$ cat src/rtl/uart_alu_ctrl.sv
// Command sequencer between a UART's RX/TX FIFOs and a combinational ALU.
// Parses [opcode, A, B] frames and returns one result byte, or ERR_CODE on bad opcode/timeout.
module uart_alu_ctrl #(
  parameter int unsigned         NB_DATA    = 8,
  parameter int unsigned         NB_OP      = 6,
  parameter logic [NB_DATA-1:0]  ERR_CODE   = 8'hEE,
  parameter int unsigned         TIMEOUT    = 50_000_000,
  parameter int unsigned         NB_TIMEOUT = 26
) (
  input  logic               i_clk,
  input  logic               i_reset,
  input  logic               i_rx_empty,
  input  logic [NB_DATA-1:0] i_rx_data,
  output logic               o_read_uart,
  input  logic               i_tx_full,
  output logic               o_write_uart,
  output logic [NB_DATA-1:0] o_tx_data,
  output logic [NB_DATA-1:0] o_data_a,
  output logic [NB_DATA-1:0] o_data_b,
  output logic [NB_OP-1:0]   o_op,
  input  logic [NB_DATA-1:0] i_alu_result,
  output logic               o_busy
);

  localparam logic [NB_OP-1:0] OpAdd = NB_OP'(6'h20);
  localparam logic [NB_OP-1:0] OpSub = NB_OP'(6'h22);
  localparam logic [NB_OP-1:0] OpAnd = NB_OP'(6'h24);
  localparam logic [NB_OP-1:0] OpOr  = NB_OP'(6'h25);
  localparam logic [NB_OP-1:0] OpXor = NB_OP'(6'h26);
  localparam logic [NB_OP-1:0] OpNor = NB_OP'(6'h27);
  localparam logic [NB_OP-1:0] OpSra = NB_OP'(6'h03);
  localparam logic [NB_OP-1:0] OpSrl = NB_OP'(6'h02);

  localparam logic [NB_TIMEOUT-1:0] TmoLast = NB_TIMEOUT'(TIMEOUT - 1);

  typedef enum logic [2:0] {
    StIdle,
    StGetA,
    StGetB,
    StExec,
    StSend,
    StErr
  } state_e;

  state_e                 state_q;
  logic                   pop_gap_q;
  logic [NB_TIMEOUT-1:0]  tmo_q;
  logic [NB_DATA-1:0]     data_a_q;
  logic [NB_DATA-1:0]     data_b_q;
  logic [NB_DATA-1:0]     tx_data_q;
  logic [NB_OP-1:0]       op_q;

  logic rx_state;
  logic pop;
  logic push;
  logic op_valid;
  logic tmo_hit;

  function automatic logic is_valid_op(input logic [NB_DATA-1:0] b);
    logic ok;
    ok = (b[NB_DATA-1:NB_OP] == '0);
    if (!(b[NB_OP-1:0] inside {OpAdd, OpSub, OpAnd, OpOr, OpXor, OpNor, OpSra, OpSrl})) begin
      ok = 1'b0;
    end
    return ok;
  endfunction

  // Strobes are combinational so the pop/push lands in the same cycle as the capture/state change;
  // pop_gap_q blocks a pop in the cycle right after one, giving the FIFO a cycle to advance.
  always_comb begin
    rx_state = (state_q == StIdle) || (state_q == StGetA) || (state_q == StGetB);
    pop      = rx_state && !i_rx_empty && !pop_gap_q && !i_reset;
    push     = ((state_q == StSend) || (state_q == StErr)) && !i_tx_full && !i_reset;
    op_valid = is_valid_op(i_rx_data);
    tmo_hit  = (tmo_q == TmoLast);
  end

  always_ff @(posedge i_clk or posedge i_reset) begin
    if (i_reset) begin
      state_q   <= StIdle;
      pop_gap_q <= 1'b0;
      tmo_q     <= '0;
      data_a_q  <= '0;
      data_b_q  <= '0;
      tx_data_q <= '0;
      op_q      <= '0;
    end else begin
      pop_gap_q <= pop;
      unique case (state_q)
        StIdle: begin
          tmo_q <= '0;
          if (pop) begin
            if (op_valid) begin
              op_q    <= i_rx_data[NB_OP-1:0];
              state_q <= StGetA;
            end else begin
              tx_data_q <= ERR_CODE;
              state_q   <= StErr;
            end
          end
        end
        StGetA, StGetB: begin
          // A pop in the same cycle as the timeout wins.
          if (pop) begin
            tmo_q <= '0;
            if (state_q == StGetA) begin
              data_a_q <= i_rx_data;
              state_q  <= StGetB;
            end else begin
              data_b_q <= i_rx_data;
              state_q  <= StExec;
            end
          end else if (tmo_hit) begin
            tmo_q     <= '0;
            tx_data_q <= ERR_CODE;
            state_q   <= StErr;
          end else begin
            tmo_q <= tmo_q + NB_TIMEOUT'(1);
          end
        end
        StExec: begin
          tx_data_q <= i_alu_result;
          state_q   <= StSend;
        end
        StSend, StErr: begin
          tmo_q <= '0;
          if (push) begin
            state_q <= StIdle;
          end
        end
        default: begin
          state_q <= StIdle;
        end
      endcase
    end
  end

  assign o_read_uart  = pop;
  assign o_write_uart = push;
  assign o_tx_data    = tx_data_q;
  assign o_data_a     = data_a_q;
  assign o_data_b     = data_b_q;
  assign o_op         = op_q;
  assign o_busy       = (state_q != StIdle);

endmodule

$ cat config.mk
export PLATFORM = sky130hd
export DESIGN_NAME = uart_alu_ctrl
export DESIGN_NICKNAME = d
export VERILOG_FILES = /design/src/rtl/uart_alu_ctrl.sv
export SDC_FILE = /design/constraint.sdc
export NUM_CORES = 1
export LEC_CHECK = 0
export CORE_ASPECT_RATIO = 0.8
export CORE_MARGIN = 1.5
export CORE_UTILIZATION = 37
export DETAILED_ROUTE_END_ITERATION = 8
export SKIP_LAST_GASP = 1
export SYNTH_ARGS = -nofsm -noshare
export SYNTH_HDL_FRONTEND = slang
export SYNTH_SLANG_ARGS = --single-unit
$ cat constraint.sdc
create_clock -name i_clk -period 2.2 [get_ports i_clk]
set_input_delay 0.44 -clock i_clk [delete_from_list [all_inputs] [get_ports i_clk]]
set_output_delay 0.44 -clock i_clk [all_outputs]
set_load 0.02 [all_outputs]
# == After elaboration in Yosys (flattened, before gate mapping) ==
# Index checks and enable logic that the tools add are counted.
# totals
out_inout_bits,33
elab_cells,71
regBits,60
# classes
n_mux,16
n_eq_ne,20
reduce_logical,26
n_addsub,1
n_bitwise,1
# op_table
operator,n
26-bit two-way mux,2
26-bit one-hot mux with 2 select lines,1
6-bit == test (second input constant),6
8-bit two-way mux,4
26-bit by 1-bit adder with 26-bit output (second input constant),1
26-bit == test (second input constant),1
8-bit one-hot mux with 3 select lines,1
3-bit two-way mux,5
6-bit by 2-bit == test with 1-bit output (second input constant),2
3-bit one-hot mux with 4 select lines,1
3-bit AND reduction,4
2-bit != test (second input constant),5
8-bit nonzero test,1
3-bit by 2-bit == test with 1-bit output (second input constant),2
3-bit == test (second input constant),2
3-bit nonzero test,2
1-bit logical AND,5
5-bit AND reduction,1
1-bit logical NOT,4
2-bit OR reduction,2
3-bit by 1-bit == test with 1-bit output (second input constant),1
3-bit logical NOT,1
1-bit logical OR,3
3-bit != test (second input constant),1
5 further kinds,6

# == Logic depth before layout (Yosys ltp) ==
# Gate-level depths: netlist (run 1).
# depth
depth_word,8
ltp_mapped,7
depth_no_buf,6

# == Worst setup path before layout (run 1) ==
# OpenSTA, ideal clock, no wires.
# synth_timing
kind,input port to output port
start,input port i_reset
end,output port o_read_uart
t_arrival_ps,1523
n_path_buf,1
cell_stages,3
slack_ps,237
required_time_ps,1760
cell_sequence,or3_4 > buf_6 > nor3b_1
# synth_between
elab_chain_cells,2
# synth_rtl
item,line,rtl
"start, declared",11,"input logic i_reset,"
1-bit logical NOT (no line),--,
1-bit logical AND,72,pop = rx_state && !i_rx_empty && !pop_gap_q && !i_reset;
"end, declared",14,"output logic o_read_uart,"
# No other way between the ends.

# == Final worst setup path (run 1) ==
# Ends and elaborated chain as after synthesis.

==> impl_metrics.tcl, run 1 <==
set metrics [dict create \
    synthAdderAreaFrac 0.00418 \
    post_cts_buffers 0 \
    reg2regPathDepth 6 \
    path_class "input pin to primary output" \
    fmax_mhz 478 \
    routedWlPerCell_um 14.6 \
    startpoint_type "input pin" \
    min_period_ns 2.09 \
    drt_iter0_markers 154 \
    hpwl_um 4830 \
    final_nets 386 \
    hold_viol_final 0 \
    die_y_um 83.5 \
    portBuffers 52 \
    r2r-start "tmo_q[1]$_DFFE_PP0P_" \
    drive_above_1_share 0.222 \
    start_util 0.381 \
    maxCapViolations 0 \
    hold_start "o_data_b[0]$_DFFE_PP0P_" \
    avgSynthCellArea_um2 10.5 \
    core.rowCount 29 \
    antenna_cells 0 \
    grtUsageTotal 0.179 \
    cts_root_buf "clkbuf_8" \
    dr_total_vias 2536 \
    routed_via_density 5.31 \
    drv_slew 0 \
    finalSetupViolations 0 \
    worst_pin_slew_ns 0.554 \
    powerDensity_nw_per_um2 1030 \
    rsz0062_at_grt "false" \
    synthSimpleGateAreaFrac 0.196 \
    final_util 0.514 \
    r2r_end "o_tx_data[0]$_DFFE_PP0P_" \
    ys_seq_elements 60 \
    end_kind "primary output" \
    synth_compound_area_frac 0.169 \
    holdCritPathClass "register to register" \
    cts_tree "done" \
    ir_drop_mv 0.493 \
    area.growth.synth_to_final_pct 35.2 \
    grt_pass1_wl_um 12400 \
    regToRegSetupSlack_ns 0.26 \
    synth_xor_area_frac 0.00877 \
    fin_crit_sh 0.951 \
    cts_buffers 9 \
    yosysMostFrequentCell "dfrtp_1" \
    placedCellCount 462 \
    synth-edff-count 0 \
    cp.arrival_ns 1.65 \
    leakage_nw 1.77 \
    synth_flop_cell "dfrtp_1" \
    finClkSkew_ns 0.00884 \
    synth_top_family_by_area "simple AND/OR/NAND/NOR gates" \
    antenna_left 0 \
    clock_latency_ns 0.34 \
    synth_top_cell_area_share 0.501 \
    yosys_warnings 0 \
    maxSlewHeadroom 0.629 \
    clock_sinks 60 \
    grt_max_degree 46 \
    final_cells 478 \
    synthCells 285 \
    whs_path_depth 1 \
    async_flop_share 1.00 \
    drc_errors 0 \
    grt_pass1_vias 2525 \
    fill_cells 725 \
    cts_buffer_depth 2 \
    routed_wl_um 6990 \
    globalRouteOverflowTotal 0 \
    syn_area_um2 3000 \
    synth_largest_area_cell "dfrtp_1" \
    pin_count 53 \
    synth_common_cells "60 x dfrtp_1, 27 x nand2_1, 20 x a21oi_1, 20 x a31oi_1, 17 x nor2_1" \
    hold_end "o_data_b[0]$_DFFE_PP0P_" \
    cp_max_fo 2 \
    crit_required_ns 1.76 \
    synthTopCellsByArea "dfrtp_1 50%, mux2_2 4.9%, a31oi_1 4.2%" \
    synth_mux_area_frac 0.0889 \
    synthesis.nets 306 \
    fp.dieW_um 104 \
    ys_types 49 \
    yosysSeqAreaShare 0.501 \
    first_pass_iters 4 \
    status "finished clean" \
    gp_congestion 0.787 \
    die_area_um2 8650 \
    grt_antenna_before_repair 0 \
    htreeDepth 3 \
    core-area_um2 7870 \
    clkTransAtPathRegs_ns 0.07 \
]
-- registers in the layout (all words and copies together) (netlist names) --
register,count
state_q,3
o_data_a,8
pop_gap_q,1
o_tx_data,8
tmo_q,26
o_data_b,8
o_op,6
-- kinds of logic after synthesis --
kind of cell               Yosys count
and+or+nand+nor                    105
AOI/OAI and AO/OA                   76
DFF                                 60
muxes                               21
buffers and inverters               19
xor gates and xnor gates             3
adders and majority gates            1
-- cell usage in the layout (no fill, tap or decap), types with 2 or more instances in the layout --
cell,instances
clkdlybuf4s50_1,49
mux2_4,8
a21o_1,2
clkinv_2,3
bufinv_16,2
nor3_2,2
a32o_1,2
buf_12,2
and4_1,4
a21oi_1,20
nor2_2,3
and3_1,7
dfrtp_1,59
nand4_1,6
mux2_2,13
nand2_1,27
nand4b_1,2
nor4_1,3
o21ai_0,12
nand2b_1,4
nand3_1,12
a31oi_1,20
inv_1,3
xnor2_1,2
nor2_1,17
clkbuf_8,9
and2_1,2
nor2b_1,4
buf_4,29
a22o_1,4
nand3b_1,2
a41oi_1,9
-- critical path, cell delays in order --
cell and delay (ns):
clkdlybuf4s50_1 0.42, or3_4 0.40, nor3b_2 0.20, clkbuf_2 0.20
-- layout make-up --
type                       instances  area, um2  share of cell area
sequential                        60       1500               0.371
clock inverter                     7       91.3              0.0226
clock buffer                       9        124              0.0306
inverter                           5       18.8             0.00463
multi-input combinational        206       1400               0.347
timing repair buffer              83        774               0.191
tap                              108        135              0.0334
-- metrics by stage --
step	hold WS, ns	power (W)	instance area (um2)	setup WS [ns]	setup TNS, ns
floorplan	0.446	0.00238	3000	0.237	0
global placement	0.483	0.00309	3830	-0.367	-2.99
detailed placement	0.494	0.00312	3830	-0.405	-3.82
CTS	0.507	0.00423	4050	-0.123	-0.123
global route	0.526	0.00442	4050	0.0233	0
finish	0.504	0.00417	4050	0.107	0
-- repair_timing --
| action | in CTS | in global routing |
|---|---|---|
| gates resized for setup | 3 | 5 |
| endpoints found under the setup margin | 3 | 2 |
| hold buffers | 0 | 0 |
-- layer usage --
layer	track usage	vias to the layer above	wire length (um)
met5	0	-	0
met4	0.0657	0	60
met3	0.0476	4	293
met2	0.267	58	3170
met1	0.252	1239	3470
li1	-	1235	-
-- worst max-delay path by stage --
stage,start,endpoint,slack (ns),cells past startpoint
after global placement,i_reset,o_read_uart,-0.37,4
final,i_reset,o_read_uart,0.11,4
after detailed placement,i_reset,o_read_uart,-0.41,4
after global routing,i_reset,o_read_uart,0.02,4
after floorplan,i_reset,o_read_uart,0.24,3
after CTS,i_reset,o_read_uart,-0.12,4
-- power by group --
group | total, W | internal (W) | leakage, nW | switching, W
combinational | 0.00160 | 0.000813 | 0.869 | 0.000785
clock | 0.00109 | 0.000633 | 0.109 | 0.000454
sequential | 0.00149 | 0.00134 | 0.789 | 0.000149
total | 0.00417 | 0.00278 | 1.77 | 0.00139
Power figures use the tool's default switching activity.
==> run 2, diff against run 1 <==
--- a/config.mk
+++ b/config.mk
@@ -5,7 +5,7 @@
 export SDC_FILE = /design/constraint.sdc
 export NUM_CORES = 1
 export LEC_CHECK = 0
-export CORE_ASPECT_RATIO = 0.8
+export CORE_ASPECT_RATIO = 2
 export CORE_MARGIN = 1.5
 export CORE_UTILIZATION = 37
 export DETAILED_ROUTE_END_ITERATION = 8
==> impl_metrics.tcl, run 2 (synthesis gave the netlist of run 1 again) <==
set metrics [dict create \
    status "finished clean" \
    clkTransAtPathRegs_ns 0.05 \
    drv_slew 0 \
    whs_path_depth 1 \
    fmax_mhz 465 \
    final_cell_mix "60 x dfrtp_1, 50 x clkdlybuf4s50_1, 35 x buf_4, 27 x nand2_1" \
    antenna_left 0 \
    hold_buffers 0 \
    finClkSkew_ns 0.00543 \
    end_kind "primary output" \
    r2r_end "tmo_q[18]$_DFFE_PP0P_" \
    die_y_um 130 \
    final_nets 391 \
    hold_viol_final 0 \
    hold_start "o_op[3]$_DFFE_PP0P_" \
    swShare 0.310 \
    finalSetupViolations 0 \
    grt_pass1_wl_um 12400 \
    regToRegSetupSlack_ns 0.32 \
    p_seq_frac 0.332 \
    drive_above_1_share 0.222 \
    die_area_um2 8680 \
    portBuffers 52 \
    clock_latency_ns 0.33 \
    cp.arrival_ns 1.71 \
    routed_wl_um 7620 \
    rsz0062_at_grt "false" \
    grt_max_degree 37 \
    routedWlPerCell_um 16.2 \
    antenna_cells 0 \
    dr_total_vias 2541 \
    ir_drop_mv 0.454 \
    pin_count 53 \
    seq_area_um2 1500 \
    leakage_nw 1.82 \
    total_power_w 0.00450 \
    powerDensity_nw_per_um2 1080 \
    grt_pass1_vias 2548 \
    fp.dieW_um 66.6 \
    hpwl_um 5670 \
    p_sw_w 0.00139 \
    r2r-start "tmo_q[12]$_DFFE_PP0P_" \
    grtUsageTotal 0.191 \
    cts_buffer_depth 2 \
    fill_cells 728 \
    drc_errors 0 \
    drt_iter0_markers 137 \
    reg2regPathDepth 5 \
    largest_register "tmo_q" \
    worst_pin_slew_ns 0.491 \
    layout_setup_ws_ns 0.0486 \
    grt_antenna_before_repair 0 \
    final_common_cell "dfrtp_1" \
    htreeDepth 3 \
    core.rowCount 46 \
    maxSlewHeadroom 0.673 \
    clkPwrFrac 0.315 \
    power.internal_w 0.00310 \
    hold_end "o_op[3]$_DFFE_PP0P_" \
    crit_required_ns 1.76 \
    cts_tree "done" \
    holdCritPathClass "register to register" \
    min_period_ns 2.15 \
    first_pass_iters 4 \
    area.growth.synth_to_final_pct 38.3 \
    clock_sinks 60 \
    routed_via_density 5.41 \
    largest_reg_flops 26 \
    multi_input_area_um2 1400 \
    start_util 0.380 \
    tns_ns 0 \
    cts_root_buf "clkbuf_16" \
    gp_congestion 0.823 \
    cts_buffers 9 \
    fin_crit_sh 0.978 \
    place_ws_ns -0.439 \
    core-area_um2 7890 \
    path_class "register to primary output" \
    startpoint_type "register" \
    pwr-share-comb 0.353 \
    globalRouteOverflowTotal 0 \
    fin_hold_ws_ns 0.499 \
    maxCapViolations 0 \
    cp_max_fo 8 \
]
==> run 2: area by class of cell <==
cell class	instances	share of cell area
well taps	96	0.0290
clock buffers	14	0.0661
clock inverters	1	0.00724
inverters	5	0.00453
flip-flops and latches	60	0.362
multi-input cells	206	0.339
repair buffers	88	0.192
==> run 2: how the worst max path moves through the flow <==
stage | start | endpoint | slack [ns] | cells past startpoint
floorplan | i_reset | o_read_uart | 0.24 | 3
global placement | i_reset | o_read_uart | -0.37 | 4
detailed placement | i_reset | o_read_uart | -0.44 | 4
CTS | i_reset | o_read_uart | -0.13 | 4
global route | state_q[1]$_DFFE_PP0P_ | o_busy | 0.009 | 3
finish | state_q[1]$_DFFE_PP0P_ | o_busy | 0.05 | 3
==> run 2: repair_timing <==
action / CTS / global route
endpoints found under the setup margin: 2 / 1
resized for setup: 4 / 2
buffers inserted: 0 / 0
cloned: 0 / 0
pin swaps: 0 / 0
==> run 2: worst max-delay path, cell delays in order (launching register included) <==
cell             delay (ns)
dfrtp_1                0.52
clkinv_1               0.14
nand2_1                0.11
clkdlybuf4s50_1        0.62
==> run 2: power groups by stage <==
stage	clock network (W)	registers, W	logic, W
detailed placement	0	0.00151	0.00161
CTS	0.00144	0.00150	0.00160
floorplan	0	0.00174	0.000649
global route	0.00149	0.00152	0.00172
finish	0.00142	0.00149	0.00159
global placement	0	0.00150	0.00158
==> run 2: routing by layer <==
layer	GRT usage	wire length, um
met2	0.358	4290
met5	0	0
met1	0.197	2870
met4	0.0792	178
met3	0.0422	287
==> run 2: per-stage QoR <==
stage / util / instances / area, um2
floorplan: - / 285 / 3000
detailed placement: 0.487 / 455 / 3840
global route: 0.526 / 470 / 4150
CTS: 0.526 / 470 / 4140
global placement: 0.487 / 455 / 3840
finish: 0.526 / 470 / 4150
==> run 3, diff against run 2 <==
--- a/config.mk
+++ b/config.mk
@@ -7,8 +7,10 @@
 export LEC_CHECK = 0
 export CORE_ASPECT_RATIO = 2
 export CORE_MARGIN = 1.5
-export CORE_UTILIZATION = 37
+export CORE_UTILIZATION = 55
 export DETAILED_ROUTE_END_ITERATION = 8
+export GPL_TIMING_DRIVEN = 1
+export PLACE_DENSITY = 0.83
 export SKIP_LAST_GASP = 1
 export SYNTH_ARGS = -nofsm -noshare
 export SYNTH_HDL_FRONTEND = slang
==> constraint.sdc (replaced) <==
create_clock -name i_clk -period 2.6 [get_ports i_clk]
set_input_delay 0.52 -clock i_clk [delete_from_list [all_inputs] [get_ports i_clk]]
set_output_delay 0.52 -clock i_clk [all_outputs]
set_load 0.02 [all_outputs]
==> impl_metrics.tcl, run 3 (synthesis gave the netlist of run 1 again) <==
set metrics [dict create \
    multi_input_area_um2 1400 \
    leakage_nw 1.67 \
    largest_register "tmo_q" \
    slowest_stage "clkdlybuf4s50_1" \
    first_pass_iters 4 \
    htreeDepth 3 \
    fill_cells 374 \
    maxCapViolations 0 \
    startpoint_type "input pin" \
    area.growth.synth_to_final_pct 27.6 \
    place_ws_ns -0.193 \
    path_class "input pin to primary output" \
    postPlaceCellArea_um2 3620 \
    antenna_left 0 \
    drive_above_1_share 0.173 \
    fin_crit_sh 0.968 \
    hold_buffers 0 \
    pin_count 53 \
    die_y_um 107 \
    routed_via_density 6.10 \
    antenna_cells 0 \
    cts_root_buf "clkbuf_8" \
    globalRouteOverflowTotal 0 \
    dr_total_vias 2502 \
    holdCritPathClass "register to register" \
    rsz0062_at_grt "false" \
    core.rowCount 37 \
    fin_hold_ws_ns 0.497 \
    post_cts_buffers 0 \
    cp.arrival_ns 2.00 \
    gp_congestion 0.876 \
    cts_buffers 9 \
    final_nets 368 \
    min_period_ns 2.52 \
    tns_ns 0 \
    placedCellCount 394 \
    final_common_cell "dfrtp_1" \
    clock_latency_ns 0.35 \
    grt_max_degree 39 \
    routedWlPerCell_um 17.3 \
    finalSetupViolations 0 \
    grt_pass1_vias 2497 \
    grt_pass1_wl_um 11300 \
    powerDensity_nw_per_um2 899 \
    finClkSkew_ns 0.00839 \
    routed_wl_um 7080 \
    design_area_um2 3820 \
    ir_drop_mv 0.668 \
    drt_iter0_markers 112 \
    cts_buffer_depth 2 \
    core-area_um2 5180 \
    hold_viol_final 0 \
    clock_sinks 60 \
    end_kind "primary output" \
    portBuffers 52 \
    fmax_mhz 397 \
    start_util 0.578 \
    grtUsageTotal 0.265 \
    grt_antenna_before_repair 0 \
    crit_required_ns 2.08 \
    maxSlewHeadroom 0.557 \
    cp_max_fo 2 \
    crit_chain "clkdlybuf4s50_1 -> or3_4 -> nor3b_1 -> dlygate4sd2_1" \
    hpwl_um 4910 \
    worst_pin_slew_ns 0.662 \
    drv_slew 0 \
    largest_reg_flops 26 \
    crit_path_max_incr_delay_ns 0.43 \
    drc_errors 0 \
    cts_tree "done" \
    fp.dieW_um 55.2 \
    die_area_um2 5930 \
    final_cells 410 \
    final_cell_mix "60 x dfrtp_1, 50 x clkdlybuf4s50_1, 27 x nand2_1, 20 x a21oi_1, 20 x a31oi_1" \
    clkTransAtPathRegs_ns 0.07 \
    status "finished clean" \
    seq_area_um2 1500 \
    layout_setup_ws_ns 0.0829 \
]
## run 3: cell types whose count changed in the layout (fill, tap and decap cells not counted)
cell            before  now
nor3b_1              0    1
clkbuf_1             2    0
clkinv_2             0    2
clkbuf_16            9    0
buf_4               35   12
dlymetal6s2s_1       0    1
clkbuf_8             3   10
clkbuf_2             1    0
nor3b_2              1    0
clkinvlp_4           0    2
clkinv_4             0    1
## run 3: timing repair
action / CTS / global route
endpoints found under the setup margin: 1 / 1
gates resized for setup: 1 / 1
gates cloned: 0 / 0
pin swaps: 0 / 0
## run 3: final timing paths
| check | slack, ns | end | start | cells after the start |
|---|---|---|---|---|
| setup / recovery | 0.08 | o_read_uart | i_reset | 4 |
| hold / removal | 0.50 | tmo_q[25]$_DFFE_PP0P_ | tmo_q[25]$_DFFE_PP0P_ | 1 |
| setup reg to reg | 0.44 | tmo_q[14]$_DFFE_PP0P_ | tmo_q[1]$_DFFE_PP0P_ | 6 |
| hold reg to reg | 0.50 | tmo_q[25]$_DFFE_PP0P_ | tmo_q[25]$_DFFE_PP0P_ | 1 |
| max in group asynchronous | 1.50 | o_op[3]$_DFFE_PP0P_ | i_reset | 4 |
| min in group asynchronous | 0.69 | tmo_q[12]$_DFFE_PP0P_ | i_reset | 4 |
## run 3: power by group
group          switching [W]  internal, W  leakage (nW)
Clock               0.000387     0.000466        0.0983
Sequential          0.000140      0.00113         0.791
Combinational       0.000660     0.000655         0.781
## run 3: cell type report
cell class / count / area share
Sequential cell: 60 / 0.393
Clock buffer: 10 / 0.0360
Timing Repair Buffer: 65 / 0.165
Multi-Input combinational cell: 206 / 0.366
Tap cell: 58 / 0.0190
Clock inverter: 6 / 0.0167
Inverter: 5 / 0.00491
## run 3: through the flow
| stage | power [W] | util |
|---|---|---|
| after detailed placement | 0.00260 | 0.699 |
| after floorplan | 0.00202 | - |
| final | 0.00344 | 0.738 |
| after global placement | 0.00256 | 0.699 |
| after CTS | 0.00346 | 0.737 |
| after global routing | 0.00363 | 0.738 |
## run 3: critical path, delay by kind of cell
family,cells,cell delay (ns)
buffers and inverters,2,0.82
and+or+nand+nor,2,0.66
## run 3: routing by layer
layer | up-vias | share of wire | track usage
li1 | 1197 | - | -
met1 | 1232 | 0.39 | 0.285
met2 | 59 | 0.54 | 0.456
met3 | 14 | 0.040 | 0.0639
met4 | 0 | 0.026 | 0.131
met5 | - | 0 | 0
